[src/rtl/lemon_mem_arbiter.sv]
// Shares one memory port between IFU and LSU, one transaction outstanding at a time.
// Optional: define ARB_ROUND_ROBIN_EN for round-robin arbitration (default: LSU has fixed priority).
module lemon_mem_arbiter #(
  parameter int unsigned ADDR_W = 32,
  parameter int unsigned DATA_W = 32
) (
  input  logic                clk,
  input  logic                rst,
  input  logic                ifu_req_valid,
  output logic                ifu_req_ready,
  input  logic [ADDR_W-1:0]   ifu_addr,
  output logic                ifu_rsp_valid,
  output logic [DATA_W-1:0]   ifu_rsp_data,
  input  logic                lsu_req_valid,
  output logic                lsu_req_ready,
  input  logic [ADDR_W-1:0]   lsu_addr,
  input  logic                lsu_wen,
  input  logic [DATA_W-1:0]   lsu_wdata,
  input  logic [DATA_W/8-1:0] lsu_wmask,
  output logic                lsu_rsp_valid,
  output logic [DATA_W-1:0]   lsu_rsp_data,
  output logic                mem_req_valid,
  input  logic                mem_req_ready,
  output logic [ADDR_W-1:0]   mem_addr,
  output logic                mem_wen,
  output logic [DATA_W-1:0]   mem_wdata,
  output logic [DATA_W/8-1:0] mem_wmask,
  input  logic                mem_rsp_valid,
  input  logic [DATA_W-1:0]   mem_rsp_data,
  output logic                busy,
  output logic                err
);

  localparam int unsigned MASK_W = DATA_W / 8;

  typedef enum logic [1:0] {
    S_IDLE = 2'd0,
    S_REQ  = 2'd1,
    S_RSP  = 2'd2
  } state_e;

  state_e              state_q;
  logic                owner_lsu_q;
  logic [ADDR_W-1:0]   addr_q;
  logic                wen_q;
  logic [DATA_W-1:0]   wdata_q;
  logic [MASK_W-1:0]   wmask_q;
  logic                err_q;
  logic                grant_ifu;
  logic                grant_lsu;
  logic                idle;
  logic                rsp_fire;

`ifdef ARB_ROUND_ROBIN_EN
  logic last_lsu_q;

  // On contention, grant whoever did not win last time.
  always_comb begin
    grant_ifu = ifu_req_valid;
    grant_lsu = lsu_req_valid;
    if (ifu_req_valid && lsu_req_valid) begin
      grant_ifu = last_lsu_q;
      grant_lsu = ~last_lsu_q;
    end
  end

  always_ff @(posedge clk or posedge rst) begin
    if (rst) begin
      last_lsu_q <= 1'b1;
    end else if (state_q == S_IDLE && (grant_ifu || grant_lsu)) begin
      last_lsu_q <= grant_lsu;
    end
  end
`else
  assign grant_lsu = lsu_req_valid;
  assign grant_ifu = ifu_req_valid & ~lsu_req_valid;
`endif

  assign idle          = (state_q == S_IDLE) & ~rst;
  assign ifu_req_ready = idle & grant_ifu;
  assign lsu_req_ready = idle & grant_lsu;

  // Response pulse is combinational so it lands in the same cycle as mem_rsp_valid.
  assign rsp_fire      = (state_q == S_RSP) & mem_rsp_valid & ~rst;
  assign ifu_rsp_valid = rsp_fire & ~owner_lsu_q;
  assign lsu_rsp_valid = rsp_fire & owner_lsu_q;
  assign ifu_rsp_data  = ifu_rsp_valid ? mem_rsp_data : '0;
  assign lsu_rsp_data  = lsu_rsp_valid ? mem_rsp_data : '0;

  assign mem_req_valid = (state_q == S_REQ) & ~rst;
  assign mem_addr      = addr_q;
  assign mem_wen       = wen_q;
  assign mem_wdata     = wdata_q;
  assign mem_wmask     = wmask_q;
  assign busy          = (state_q != S_IDLE) & ~rst;
  assign err           = err_q;

  always_ff @(posedge clk or posedge rst) begin
    if (rst) begin
      state_q     <= S_IDLE;
      owner_lsu_q <= 1'b0;
      addr_q      <= '0;
      wen_q       <= 1'b0;
      wdata_q     <= '0;
      wmask_q     <= '0;
      err_q       <= 1'b0;
    end else begin
      // A response outside RSP is a protocol violation; it is dropped and flagged.
      if (mem_rsp_valid && state_q != S_RSP) begin
        err_q <= 1'b1;
      end
      case (state_q)
        S_IDLE: begin
          if (grant_ifu || grant_lsu) begin
            owner_lsu_q <= grant_lsu;
            addr_q      <= grant_lsu ? lsu_addr : ifu_addr;
            wen_q       <= grant_lsu & lsu_wen;
            wdata_q     <= grant_lsu ? lsu_wdata : '0;
            wmask_q     <= grant_lsu ? lsu_wmask : '0;
            state_q     <= S_REQ;
          end
        end
        S_REQ: begin
          if (mem_req_ready) begin
            state_q <= S_RSP;
          end
        end
        S_RSP: begin
          if (mem_rsp_valid) begin
            state_q <= S_IDLE;
          end
        end
        default: state_q <= S_IDLE;
      endcase
    end
  end

endmodule

[config.mk]
export PLATFORM = sky130hd
export DESIGN_NAME = lemon_mem_arbiter
export DESIGN_NICKNAME = d
export VERILOG_FILES = /design/src/rtl/lemon_mem_arbiter.sv
export SDC_FILE = /design/constraint.sdc
export NUM_CORES = 1
export LEC_CHECK = 0
export ABC_CLOCK_PERIOD_IN_PS = 2500
export BUFFER_PORTS_ARGS = -buffer_cell sky130_fd_sc_hd__buf_2
export CAP_MARGIN = 0
export CORE_AREA = 2 2 110 112
export DETAILED_ROUTE_END_ITERATION = 12
export DIE_AREA = 0 0 112 114
export PLACE_DENSITY_LB_ADDON = 0.08
export SKIP_CTS_REPAIR_TIMING = 1
export SKIP_LAST_GASP = 1
export SLEW_MARGIN = 30
export SYNTH_ARGS = -nofsm -noshare
export SYNTH_HDL_FRONTEND = slang
export SYNTH_SLANG_ARGS = --single-unit
[constraint.sdc]
create_clock -name clk -period 2.5 [get_ports clk]
set_input_delay 0.25 -clock clk [delete_from_list [all_inputs] [get_ports clk]]
set_output_delay 0.25 -clock clk [all_outputs]
set_load 0.005 [all_outputs]
## Word level (Yosys, flattened, before mapping)

Index checks and enable logic that the tools add are counted.

- Bits of input ports: 139
- Output and inout port bits: 140
- Bits in registers: 73
- Logic and storage cells: 42

- Reduce and logical (&&, ||, !) cells: 6
- Multiplexer cells: 9
- Bitwise logic cells: 14
- Equality and inequality tests: 6

Operator list:

| operator | count |
|---|---|
| 32-bit 2-to-1 mux | 4 |
| 1-bit AND | 11 |
| 2-bit 2-to-1 mux | 3 |
| 2-bit inequality test, second input constant | 3 |
| 2-bit case mux with 3 select lines | 1 |
| 4-bit 2-to-1 mux | 1 |
| 1-bit NOT | 3 |
| 3-bit AND reduction | 1 |
| 2-bit by 1-bit equality test with 1-bit output, second input constant | 1 |
| 2-bit equality test, second input constant | 1 |
| 2-bit logical NOT | 1 |
| 2-bit by 1-bit inequality test with 1-bit output, second input constant | 1 |
| 2-bit AND reduction | 1 |
| 2-bit nonzero test | 1 |
| 1-bit logical AND | 1 |
| 1-bit logical OR | 1 |

## Longest topological paths before layout

- Depth after elaboration: 5
- Mapped depth: 5
- Mapped depth without buffers: 3

## Worst setup path before layout

No wires, ideal clock.

- Kind: input-to-output
- Start: input port rst
- End: output port lsu_req_ready
- Buffers on the path: 0
- Data required time: 2.250 ns
- Stages on the path: 2
- Path slack: 0.119 ns
- Arrival time: 2.131 ns
- Cells stage by stage: inv_1 > and3_1

- Word-level cells in the longest chain between the ends: 3

Ends and longest elaborated chain:

| item | RTL line | source |
|---|---|---|
| start, declared | 8 | `input logic rst,` |
| 1-bit NOT | 79 | `assign idle = (state_q == S_IDLE) & ~rst;` |
| 1-bit AND | 79 |  |
| 1-bit AND | 81 | `assign lsu_req_ready = idle & grant_lsu;` |
| end, declared | 15 | `output logic lsu_req_ready,` |

No other way between the ends.

## Worst setup path after layout

- Start: register state_q[0]
- End: output port lsu_rsp_data[13]

- Word-level cells in the longest chain between the ends: 5

Ends and longest elaborated chain:

| item | RTL line | source |
|---|---|---|
| start, declared | 42 | `state_e state_q;` |
| start signal, assigned | 100 | `state_q <= S_IDLE;` |
| start signal, assigned | 120 | `state_q <= S_REQ;` |
| start signal, assigned | 125 | `state_q <= S_RSP;` |
| 2-bit equality test | 84 | `assign rsp_fire = (state_q == S_RSP) & mem_rsp_valid & ~rst;` |
| 1-bit AND (2 in a row) | 84 |  |
| 1-bit AND | 86 | `assign lsu_rsp_valid = rsp_fire & owner_lsu_q;` |
| 32-bit 2-to-1 mux | 88 | `assign lsu_rsp_data = lsu_rsp_valid ? mem_rsp_data : '0;` |
| end, declared | 21 | `output logic [DATA_W-1:0] lsu_rsp_data,` |

No other way between the ends.

==> impl_metrics.toml <==
[run_status]
status = "finished, final reports clean"

[global_routing]
overflow = 0
grt_pass1_wl_mm = 15.9
grt_usage_pct = 16.1
antenna_found_initial = 0
grt_pass1_vias = 3065
grt_max_degree = 74

[finish]
drive_gt1_share_pct = 66.3
nNetsFinal = 692
design_area_um2 = 5370
diodes = 0
n_fill_cell = 1116
area_growth_pct = 51.1

[clock_network]
clock-sinks = 73
clock_latency_ps = 330
htreeDepth = 3
clock-root-buffer = "clkbuf_16"
clk_pin_slew_worst_paths_ps = 60
cts_tree = "done"
cts_inserted_buffers = 9
cts_max_path_buffers = 2

[timing]
finalHoldViolCount = 0
fin_skew_ps = 8.59
worst_slack_ps = 541
setup_viol = 0
layout_worst_path_cycle_share_pct = 78.4
min_period_ps = 1960
slew_viol_final = 0
rsz0062_at_grt = "no"
slew_headroom_pct = 53.4
finalSetupTns_ps = 0
worst_pin_slew_ps = 700
max_freq_mhz = 510

[critical_path]
crit_slowest_cell = "dfrtp_1"
cp.required_ps = 2250
cp_data_arrival_time_ps = 1710
path_delay_family = "simple AND/OR/NAND/NOR gates"
critPathLaunchType = "register"
crit_buf_inv = 2
path_cells = "nand2b_4 -> nor4b_4 -> buf_4 -> and2_1 -> buf_2"
path_class = "register to output port"
cp_max_fo = 33
critPathMaxStageDelay_ps = 400
crit_path_end_kind = "output port"

[synth]
synth_edf_count = 0
async_reset_ff_share_pct = 100
yosys.area.top_type_share_pct = 51.4
yosys_warnings = 0
ys_top_cells_by_count = "73 x dfrtp_1, 65 x and2_1, 64 x mux2_2, 37 x a22o_1, 12 x buf_4"
synth_area_per_cell_um2 = 12.8
synth_top_area_cell = "dfrtp_1"
yosys_most_used_dff = "dfrtp_1"
yosysMostFrequentCell = "dfrtp_1"
ys_types = 20
ys_seq_elements = 73
syn-instance-count = 278
synth_area_leaders = "dfrtp_1 51%, mux2_2 20%, and2_1 11%"
synth_seq_area_share_pct = 51.4
synth_area_um2 = 3550
syn_nets = 417

[floorplanning]
die_y_um = 114
die_area_um2 = 12800
io_pins = 279
initial_utilization_pct = 30.3
fp.coreArea_um2 = 11700
rows = 40
die_w_um = 112

[pwr]
leakage_nw = 2.97
power_density_nw_per_um2 = 1020
vdd_drop_max_uv = 387
finalPower_w = 0.00549

[detailed_routing]
wl_met2_mm = 5.62
post-route-drc-count = 0
top_layer = "met4"
first_iter_violations = 84
routedWlPerCell_um = 15.0
via_per_inst = 4.50
drt_wl_total_mm = 10.6
firstDrtPassIters = 4
via_count = 3169
met3_length_um = 862
wl_met1_mm = 3.92
route.antenna.remaining_nets = 0

[hold_path]
hold_path.class = "primary input to register"

[place]
hpwl_mm = 8.15
place_worst_setup_slack_ps = 667
place_area_um2 = 5060
io_buffers = 278
routabilityCongestion = 0.873

[job]
maxCapViolations = 0
==> stage by stage <==
stage	hold WS (ps)	std cells	utilization, %
2_1_floorplan	339	278	-
3_3_place_gp	439	689	43.2
3_5_place_dp	445	689	43.2
4_1_cts	114	705	45.8
5_1_grt	126	705	45.8
6_report	133	705	45.8
==> state kept, by name, summed over array words and instances, names as in the netlist <==
name	cells
state_q	2
mem_addr	32
mem_wmask	4
mem_wen	1
owner_lsu_q	1
mem_wdata	32
err	1
==> per-layer routing <==
layer	global-route usage, %	vias up
met4	7.40	0
met3	4.46	11
met2	29.1	148
li1	-	1526
met1	17.6	1484
met5	0	-
==> final timing paths <==
kind | from | end | slack [ps] | cells past startpoint
worst max register to register | state_q[1] | mem_addr[28] | 940 | 4
worst min-delay path | lsu_wdata[13] | mem_wdata[13] | 130 | 2
max in group asynchronous | rst | mem_wdata[5] | 1820 | 3
worst min register to register | err | err | 460 | 1
worst max-delay path | state_q[0] | lsu_rsp_data[13] | 540 | 5
min in group asynchronous | rst | err | 160 | 3
==> logic make-up (layout without fill, tap and decap cells) <==
kind of cell	after synthesis	after routing	share of synthesized area (%)
AO/OA/AOI/OAI	42	42	10.1
flip-flops	73	73	51.4
buffers and inverters	24	304	4.02
multiplexers	64	64	20.3
AND/OR/NAND/NOR	75	75	14.2
==> final cells by class <==
type | instances | area, µm² | share of cell area (%)
flip-flops and latches | 73 | 1830 | 34.0
multi-input cells | 181 | 1590 | 29.6
repair buffers | 285 | 1450 | 27.0
clock buffers | 12 | 256 | 4.78
well taps | 147 | 184 | 3.43
clock inverters | 4 | 51.3 | 0.956
inverters | 3 | 11.3 | 0.210
==> cells in the final DEF, fill, tap and decap left out, drive strengths merged <==
cell      instances
a22o             37
nand2b            2
clkbuf           12
bufinv            1
a21o              2
buf             285
nor4b             2
mux2             64
nor2              3
inv               3
dfrtp            73
nor3              1
and2             65
nand2             1
clkinv            2
o21ai             2
clkinvlp          1
and3              1
o22ai             1
==> worst register-to-register path, delay by kind of cell (launching register included) <==
kind,cells,cell delay (ps)
AND/OR/NAND/NOR,1,100
flip-flops,1,410
AO/OA/AOI/OAI,1,70
multiplexers,1,420
buffers and inverters,1,450
==> power by group <==
| part | switching, W | total (W) | internal [W] |
|---|---|---|---|
| registers | 0.000309 | 0.00210 | 0.00179 |
| clock network | 0.000483 | 0.00131 | 0.000827 |
| logic | 0.000911 | 0.00208 | 0.00117 |
| total | 0.00170 | 0.00549 | 0.00378 |
No activity file was read; power rests on OpenSTA's default activity.
